==> config.mk <==
export PLATFORM = sky130hd
export DESIGN_NAME = imem_loader_flat
export DESIGN_NICKNAME = d
export VERILOG_FILES = /design/src/rtl/imem_loader_if.sv /design/src/rtl/imem_loader.sv /design/src/flat_wrapper.sv
export SDC_FILE = /design/constraint.sdc
export NUM_CORES = 1
export LEC_CHECK = 0
export BUFFER_PORTS_ARGS = -buffer_cell sky130_fd_sc_hd__buf_2
export CORE_MARGIN = 1.5
export CORE_UTILIZATION = 50
export CTS_BUF_LIST = sky130_fd_sc_hd__clkbuf_8
export CTS_CLUSTER_SIZE = 16
export DETAILED_ROUTE_END_ITERATION = 10
export PLACE_DENSITY = 0.71
export SKIP_LAST_GASP = 1
export SLEW_MARGIN = 20
export SYNTH_ARGS = -nofsm -noshare
export SYNTH_HDL_FRONTEND = slang
export SYNTH_SLANG_ARGS = --single-unit
==> constraint.sdc <==
create_clock -name i_clk -period 3.3 [get_ports i_clk]
set_input_delay 0.165 -clock i_clk [delete_from_list [all_inputs] [get_ports i_clk]]
set_output_delay 0.165 -clock i_clk [all_outputs]
set_load 0.05 [all_outputs]
==> src/rtl/imem_loader_if.sv <==
// Byte-stream and instruction-memory write signals for imem_loader.
// The loader uses the slave modport; the host or byte receiver uses the master modport.
interface imem_loader_if #(
   parameter int unsigned ADDR_W = 15
);
   logic              start;
   logic [7:0]        rx_data;
   logic              rx_valid;
   logic              rx_ready;
   logic              mem_we;
   logic [ADDR_W-1:0] mem_addr;
   logic [31:0]       mem_wdata;
   logic              busy;
   logic              done;
   logic              error;
   logic              cpu_hold;

   modport master (
      output start, rx_data, rx_valid,
      input  rx_ready, mem_we, mem_addr, mem_wdata, busy, done, error, cpu_hold
   );

   modport slave (
      input  start, rx_data, rx_valid,
      output rx_ready, mem_we, mem_addr, mem_wdata, busy, done, error, cpu_hold
   );
endinterface

==> src/rtl/imem_loader.sv <==
// imem_loader: assembles a little-endian byte stream into words written to instruction memory.
// Define IMEM_LOADER_CHECKSUM_EN to require a trailing XOR checksum byte after the data.
module imem_loader #(
   parameter int unsigned ADDR_W = 15
) (
   input logic          i_clk,
   input logic          i_rst,
   imem_loader_if.slave bus
);
   typedef enum logic [2:0] {StIdle, StLen, StData, StWrite, StChk, StDone} state_e;

   localparam logic [32:0] MaxWords = 33'd1 << ADDR_W;

   state_e            r_state, w_state_nxt;
   logic [1:0]        r_byte_cnt;
   logic [23:0]       r_shift;
   logic [ADDR_W:0]   r_count;
   logic [ADDR_W:0]   r_index;
   logic [ADDR_W-1:0] r_mem_addr;
   logic [31:0]       r_mem_wdata;
   logic              r_error;
`ifdef IMEM_LOADER_CHECKSUM_EN
   logic [7:0]        r_chk;
`endif

   logic              w_rx_ready;
   logic              w_xfer;
   logic              w_field_done;
   logic              w_start_ok;
   logic              w_too_long;
   logic [31:0]       w_word;
   logic [ADDR_W:0]   w_index_inc;

   assign w_rx_ready   = (r_state == StLen) || (r_state == StData) || (r_state == StChk);
   assign w_xfer       = bus.rx_valid && w_rx_ready;
   assign w_field_done = w_xfer && (r_byte_cnt == 2'd3);
   assign w_start_ok   = bus.start && ((r_state == StIdle) || (r_state == StDone));
   // New byte enters at the top so the first byte of a field ends up in [7:0].
   assign w_word       = {bus.rx_data, r_shift};
   assign w_too_long   = {1'b0, w_word} > MaxWords;
   assign w_index_inc  = r_index + (ADDR_W+1)'(1);

   assign bus.rx_ready  = w_rx_ready;
   assign bus.mem_we    = (r_state == StWrite);
   assign bus.mem_addr  = r_mem_addr;
   assign bus.mem_wdata = r_mem_wdata;
   assign bus.busy      = (r_state == StLen) || (r_state == StData) ||
                          (r_state == StWrite) || (r_state == StChk);
   assign bus.done      = (r_state == StDone);
   assign bus.error     = r_error;
   assign bus.cpu_hold  = !((r_state == StDone) && !r_error);

   always_comb begin
      w_state_nxt = r_state;
      unique case (r_state)
         StIdle:  if (bus.start) w_state_nxt = StLen;
         StLen: begin
            if (w_field_done) begin
               if ((w_word == 32'd0) || w_too_long) w_state_nxt = StDone;
               else                                 w_state_nxt = StData;
            end
         end
         StData:  if (w_field_done) w_state_nxt = StWrite;
         StWrite: begin
            if (w_index_inc == r_count) begin
`ifdef IMEM_LOADER_CHECKSUM_EN
               w_state_nxt = StChk;
`else
               w_state_nxt = StDone;
`endif
            end else begin
               w_state_nxt = StData;
            end
         end
         StChk:   if (w_xfer) w_state_nxt = StDone;
         StDone:  if (bus.start) w_state_nxt = StLen;
         default: w_state_nxt = StIdle;
      endcase
   end

   always_ff @(posedge i_clk or posedge i_rst) begin
      if (i_rst) begin
         r_state     <= StIdle;
         r_byte_cnt  <= 2'd0;
         r_shift     <= 24'd0;
         r_count     <= '0;
         r_index     <= '0;
         r_mem_addr  <= '0;
         r_mem_wdata <= 32'd0;
         r_error     <= 1'b0;
`ifdef IMEM_LOADER_CHECKSUM_EN
         r_chk       <= 8'd0;
`endif
      end else begin
         r_state <= w_state_nxt;
         if (w_start_ok) begin
            r_byte_cnt <= 2'd0;
            r_index    <= '0;
            r_error    <= 1'b0;
`ifdef IMEM_LOADER_CHECKSUM_EN
            r_chk      <= 8'd0;
`endif
         end
         if (w_xfer && ((r_state == StLen) || (r_state == StData))) begin
            r_byte_cnt <= r_byte_cnt + 2'd1;
            r_shift    <= w_word[31:8];
         end
         if ((r_state == StLen) && w_field_done) begin
            r_count <= w_word[ADDR_W:0];
            if (w_too_long) r_error <= 1'b1;
         end
         if ((r_state == StData) && w_field_done) begin
            r_mem_addr  <= r_index[ADDR_W-1:0];
            r_mem_wdata <= w_word;
         end
         if (r_state == StWrite) r_index <= w_index_inc;
`ifdef IMEM_LOADER_CHECKSUM_EN
         if ((r_state == StData) && w_xfer) r_chk <= r_chk ^ bus.rx_data;
         if ((r_state == StChk) && w_xfer && (bus.rx_data != r_chk)) r_error <= 1'b1;
`endif
      end
   end
endmodule
==> src/flat_wrapper.sv <==
// flat-port wrapper written by rule: the top's interface ports become plain ports
module imem_loader_flat 
#(
   parameter int unsigned ADDR_W = 15
)
  (i_clk, i_rst, bus_start, bus_rx_data, bus_rx_valid, bus_rx_ready, bus_mem_we, bus_mem_addr, bus_mem_wdata, bus_busy, bus_done, bus_error, bus_cpu_hold);
  imem_loader_if #(.ADDR_W(ADDR_W)) bus_i ();
  input logic i_clk;
  input logic i_rst;
  input wire logic [$bits(bus_i.start)-1:0] bus_start;
  input wire logic [$bits(bus_i.rx_data)-1:0] bus_rx_data;
  input wire logic [$bits(bus_i.rx_valid)-1:0] bus_rx_valid;
  output wire logic [$bits(bus_i.rx_ready)-1:0] bus_rx_ready;
  output wire logic [$bits(bus_i.mem_we)-1:0] bus_mem_we;
  output wire logic [$bits(bus_i.mem_addr)-1:0] bus_mem_addr;
  output wire logic [$bits(bus_i.mem_wdata)-1:0] bus_mem_wdata;
  output wire logic [$bits(bus_i.busy)-1:0] bus_busy;
  output wire logic [$bits(bus_i.done)-1:0] bus_done;
  output wire logic [$bits(bus_i.error)-1:0] bus_error;
  output wire logic [$bits(bus_i.cpu_hold)-1:0] bus_cpu_hold;
  assign bus_i.start = bus_start;
  assign bus_i.rx_data = bus_rx_data;
  assign bus_i.rx_valid = bus_rx_valid;
  assign bus_rx_ready = bus_i.rx_ready;
  assign bus_mem_we = bus_i.mem_we;
  assign bus_mem_addr = bus_i.mem_addr;
  assign bus_mem_wdata = bus_i.mem_wdata;
  assign bus_busy = bus_i.busy;
  assign bus_done = bus_i.done;
  assign bus_error = bus_i.error;
  assign bus_cpu_hold = bus_i.cpu_hold;
  imem_loader #(.ADDR_W(ADDR_W)) u_core (.i_clk(i_clk), .i_rst(i_rst), .bus(bus_i));
endmodule
==> results of run 1 <==
-- critical path: cells and delay by family, from the launching register on --
kind                     cells  cell delay, ns
flip-flops                   1            0.49
adder cells (fa/ha/maj)      1            0.37
AO/OA/AOI/OAI                3            0.73
AND/OR/NAND/NOR              3            1.02
-- flip-flops by register name (all words and copies together), names as in the netlist --
| name | cells |
|---|---|
| u_core.bus.error | 1 |
| u_core.r_shift | 24 |
| u_core.bus.mem_addr | 15 |
| u_core.bus.mem_wdata | 32 |
| u_core.r_byte_cnt | 2 |
| u_core.r_count | 16 |
| u_core.r_index | 16 |
| u_core.r_state | 3 |
-- cell usage in the layout, fill, tap and decap left out, drive strengths merged, types with 6 or more instances in the layout --
cell type  count
mux2          88
nand2         17
clkbuf         9
o31ai          8
nand4          6
nor4           7
nand3         10
o21ai         25
buf           72
nor3           6
dfrtp        109
nor2          18
xor2           8
xnor2         18
inv            8
-- logic make-up after synthesis --
logic type | count (synthesis) | synth area share (%)
buf+inv | 30 | 3.62
flops | 109 | 54.4
mux | 89 | 20.0
xor+xnor | 26 | 4.54
compound gates | 56 | 7.36
simple gates | 86 | 9.63
fa+ha+maj | 2 | 0.499
-- cells in the mapped netlist (all sizes together) (2+ instances only) --
| master | n |
|---|---|
| nor3 | 6 |
| nand2 | 17 |
| a21oi | 4 |
| xor2 | 8 |
| xnor2 | 18 |
| clkbuf | 11 |
| nand2b | 2 |
| o22ai | 2 |
| a31oi | 4 |
| o21ai | 25 |
| a41oi | 2 |
| buf | 13 |
| nand4 | 6 |
| inv | 6 |
| dfrtp | 109 |
| mux2 | 88 |
| o31ai | 8 |
| nand3 | 10 |
| or4 | 3 |
| o41ai | 2 |
| or3 | 3 |
| and4 | 3 |
| nor3b | 2 |
| and3 | 3 |
| nor2 | 18 |
| nor4 | 7 |
| and2 | 2 |
| ha | 2 |
-- power by group --
part	switching, mW	total (mW)	internal (mW)
sequential	0.443	2.09	1.65
clock	0.479	0.925	0.447
combinational	0.483	1.01	0.526
total	1.40	4.03	2.62
-- area by class of cell --
type | instances | area (um2) | area share (%)
tap | 133 | 166 | 2.93
sequential | 109 | 2730 | 48.1
timing repair buffer | 73 | 403 | 7.10
clock inverter | 7 | 116 | 2.05
clock buffer | 9 | 124 | 2.18
multi-input combinational | 259 | 2110 | 37.2
inverter | 6 | 25.0 | 0.441
-- through the flow --
| step | setup WS (ns) | hold slack, ns | cell area, um2 |
|---|---|---|---|
| after global routing | 0.408 | 0.0183 | 5670 |
| after CTS | 0.596 | 0.0287 | 5670 |
| after global placement | 0.709 | 0.363 | 5420 |
| final | 0.590 | 0.0425 | 5670 |
| after detailed placement | 0.628 | 0.364 | 5420 |
| after floorplan | 0.261 | 0.317 | 5010 |
-- per-layer routing --
layer / track usage, % / wire length [um] / up-vias
li1: - / - / 1565
met1: 27.7 / 4640 / 1674
met2: 33.7 / 4940 / 69
met3: 5.29 / 408 / 14
met4: 6.55 / 175 / 0
met5: 0 / 0 / -
-- final timing paths --
| kind | startpoint | endpoint | slack, ns | cells past startpoint |
|---|---|---|---|---|
| min reg2reg | u_core.bus.mem_addr[8] | u_core.bus.mem_addr[8] | 0.51 | 1 |
| min | bus_rx_data[6] | u_core.r_shift[22] | 0.04 | 2 |
| min in group asynchronous | i_rst | u_core.bus.mem_addr[3] | 0.48 | 3 |
| max in group asynchronous | i_rst | u_core.bus.mem_addr[10] | 2.10 | 4 |
| max | u_core.r_index[0] | u_core.r_state[1] | 0.59 | 7 |
| max reg2reg | u_core.r_index[0] | u_core.r_state[1] | 0.59 | 7 |
==> run summary, run 1 <==
Status - finished, final reports clean
Distinct cells, synth - 56
# IOs - 65
Area delta synth->final - 13.1%
ANT nets after route - 0
Max Fanout on Critical Path - 10
Synth Warn # - 0
CP required - 3.57 ns
# DRC - 0
Initial Util - 51.5%
Largest area contributor in the netlist - dfrtp_1
Initial antenna violation count - 0
Leak - 2.68 nW
Fillers - 843
PostCTS Resize Cnt - 0
Maximum VDD drop - 0.403 mV
Root Buffer - clkbuf_8
Final period utilization - 82.1%
Worst path max stage delay - 0.49 ns
Drt first pass iters - 4
Post-synth ARST share - 100%
Net Count, Synth - 412
Iter 0 DRT Violations - 108
Clock tree buffer depth - 2
Htree depth - 3
Cell area after synthesis - 0.00501 mm2
GRT Resource Usage Total - 20.8%
Die Span Y - 103 um
Via count - 3322
CTS Sinks - 109
Fraction of layout cells with a size suffix above 1 - 39.5%
Fmax - 369 MHz
Diodes inserted - 0
Routed WL - 10.2 mm
Post-synth EDFFs - 0
Core area - 0.00973 mm2
CTS Hold Bufs - 1
Die width - 103 um
CTS Buf Count - 9
Largest net degree at the start of global routing - 64
Final HPWL DP - 7.11 mm
Gpl congestion - 0.849
Startpoint Class - flop
Clock Skews - 0.0127 ns
Crit path kind - reg2reg
Post-route minimum period - 2.71 ns
TritonCTS clock tree - yes
Postcts setup bufs - 0
Post-synth top area share - 54.4%
GRT overflow - 0
Cell count after synthesis - 398
# setup viols final - 0
Max-slew violation count - 0
Layout Cells excl Fill - 596
Top FF cell, synth - dfrtp_1
CP Capture Type - flop
PwrDens - 710 mW/mm2
Hold WC Path Type - in2reg
Max-cap violations - 0
Seq/Total Area, Yosys - 54.4%
Final setup TNS - 0 ns
Worst skew pair latency - 0.38 ns
Die ar. - 0.0106 mm2
First-pass GRT wire length - 16.8 mm
Syn avg cell area - 12.6 um2
Worst rel slew slack - 48.5%
Post-layout util - 58.3%
Clock-pin slew on the worst setup and hold paths - 0.11 ns
Final Power - 4.03 mW
Buffers added on ports - 64
Crit path DAT - 2.98 ns
Vias per cell - 5.57
Vias in the first global route - 3301
WL/cell - 17.0 um
Worst-Margin Slew - 0.772 ns
Cell Chain, Critical Path - ha_1 -> nand3_4 -> or3_1 -> a222oi_1 -> o2111ai_1 -> or4_4 -> o221a_1
Row count - 36
RSZ-0062 raised after global routing - false
Largest cells by area after synthesis - dfrtp_1 (54%), mux2_2 (18%), xnor2_1 (3.1%)
NumNets Final - 472
Hold Fails Final Rpt - 0
Placed cells - 579
Synth Register Bits - 109
CP max stage cell - dfrtp_1
Note: power is estimated with default switching activity, not from simulation.
==> inputs of run 2 (changes only) <==
Clock period 3.3 ns to 2.8 ns, I/O delays scaled along.
==> run summary, run 2 (synthesized netlist as in run 1, its figures left out) <==
Status - finished, final reports clean
DP Worst Slack - 0.189 ns
Initial antenna violation count - 0
Wl on met1 - 4.83 mm
Comb power frac - 26.0%
ANT nets after route - 0
GRT overflow - 0
GRT Resource Usage Total - 20.4%
Max-slew violation count - 0
Worst-Margin Slew - 0.947 ns
Routed WL - 10.1 mm
Max Fanout on Critical Path - 10
Sw Share - 35.4%
Worst skew pair latency - 0.36 ns
Via count - 3302
RSZ-0062 raised after global routing - false
WL/cell - 16.8 um
Hold Fails Final Rpt - 0
Sw power - 1.65 mW
# DRC - 0
Hold WC Path Type - in2reg
Clock Power Share - 21.3%
Flop pwr share - 52.7%
Largest net degree at the start of global routing - 45
Worst R2R Start - u_core.r_index[1]
Row count - 36
Cell Chain, Critical Path - ha_1 -> nand3_4 -> or3_1 -> a222oi_1 -> o2111ai_1 -> or4_4 -> o221a_1
CTS Sinks - 109
PwrDens - 821 mW/mm2
Vias in the first global route - 3186
Uppermost layer routed - met4
Clock-pin slew on the worst setup and hold paths - 0.11 ns
Maximum VDD drop - 0.403 mV
Max FFs per register - 32
Crit path DAT - 2.91 ns
Die Span Y - 103 um
CTS Buf Count - 9
Hold_ws - 0.0293 ns
Diodes inserted - 0
CP required - 3.06 ns
Crit path kind - reg2reg
Worst rel slew slack - 36.8%
# IOs - 65
Max-cap violations - 0
R2R setup slack - 0.16 ns
Hold endpoint - u_core.bus.mem_wdata[27]
NumNets Final - 475
Final setup TNS - 0 ns
Buffers added on ports - 64
Worst path max stage delay - 0.45 ns
Htree depth - 3
WL met2 - 4.74 mm
Fmax - 378 MHz
Drt first pass iters - 4
Final HPWL DP - 7.09 mm
First-pass GRT wire length - 16.5 mm
Clock Skews - 0.00974 ns
DR WL met3 - 339 um
Startpoint Class - flop
Die ar. - 0.0106 mm2
Commonest non-fill, non-tap cell in the layout - dfrtp_1
Post-route minimum period - 2.64 ns
Post-layout util - 58.2%
Gpl congestion - 0.890
CP Capture Type - flop
FF-to-FF End - u_core.r_state[1]
# setup viols final - 0
R2r worst-path depth - 7
Area delta synth->final - 12.9%
Core area - 0.00973 mm2
Final period utilization - 94.4%
CP delay by family, top - simple AND/OR/NAND/NOR gates
Setup ws final - 0.157 ns
Clock tree buffer depth - 2
Vias per cell - 5.52
Hold Path Origin - bus_rx_data[3]
TritonCTS clock tree - yes
Fraction of layout cells with a size suffix above 1 - 39.8%
Internal power - 3.00 mW
Postcts setup bufs - 0
Crit path buffers/inverters - 0
Root Buffer - clkbuf_8
Die width - 103 um
Leak - 2.67 nW
Hold path cells - 2
Iter 0 DRT Violations - 95
Initial Util - 51.5%
CP max stage cell - dfrtp_1
Most frequent cells in the layout - dfrtp_1 (109), mux2_2 (82), buf_2 (64)
run 2: cell types whose count changed in the layout (fill, tap and decap cells not counted):
cell | previous run | this run
inv_6 | 0 | 1
buf_4 | 7 | 10
inv_8 | 2 | 1
clkinv_4 | 2 | 1
clkinvlp_4 | 0 | 2
bufinv_16 | 2 | 1
inv_4 | 1 | 0
run 2: how the worst max path moves through the flow:
| stage | from | endpoint | cells past startpoint |
|---|---|---|---|
| 2_1_floorplan | u_core.r_index[0] | u_core.r_state[1] | 8 |
| 3_3_place_gp | u_core.r_index[1] | u_core.r_state[1] | 7 |
| 3_5_place_dp | u_core.r_index[1] | u_core.r_state[1] | 7 |
| 4_1_cts | u_core.r_index[1] | u_core.r_state[1] | 7 |
| 5_1_grt | u_core.r_index[1] | u_core.r_state[1] | 7 |
| 6_report | u_core.r_index[1] | u_core.r_state[1] | 7 |
run 2: worst reg2reg max path: cells and delay by family, from the launching register on:
family / cells / cell delay (ns)
flip-flops: 1 / 0.45
AO/OA/AOI/OAI: 3 / 0.71
adder cells (fa/ha/maj): 1 / 0.37
AND/OR/NAND/NOR: 3 / 1.01
run 2: layout make-up:
type,count,area [um2]
tap,133,166
multi-input combinational,259,2110
fill,832,4070
clock inverter,6,82.6
clock buffer,9,124
sequential,109,2730
timing repair buffer,76,425
inverter,6,26.3
run 2: timing repair:
action                                 CTS  global route
resized for setup                        0             0
hold buffers                             1             0
endpoints found under the hold margin   41             0
run 2: per-layer routing:
layer	vias up	GRT usage, %
met5	-	0
met4	0	6.55
met3	10	3.66
met2	69	31.6
met1	1650	29.5
li1	1573	-
run 2: power by group through the flow:
stage          Clock [mW]  Sequential (mW)  Combinational (mW)
2_1_floorplan           0             2.25                1.09
3_3_place_gp            0             2.46                1.19
3_5_place_dp            0             2.49                1.21
4_1_cts              1.02             2.45                1.22
5_1_grt              1.08             2.52                1.32
6_report            0.990             2.45                1.21
run 2: per-stage QoR:
stage,cell area [um2],cells,power [mW]
global placement,5450,582,3.65
floorplan,5020,398,3.34
finish,5660,598,4.65
global route,5660,598,4.92
CTS,5660,598,4.69
detailed placement,5450,582,3.69
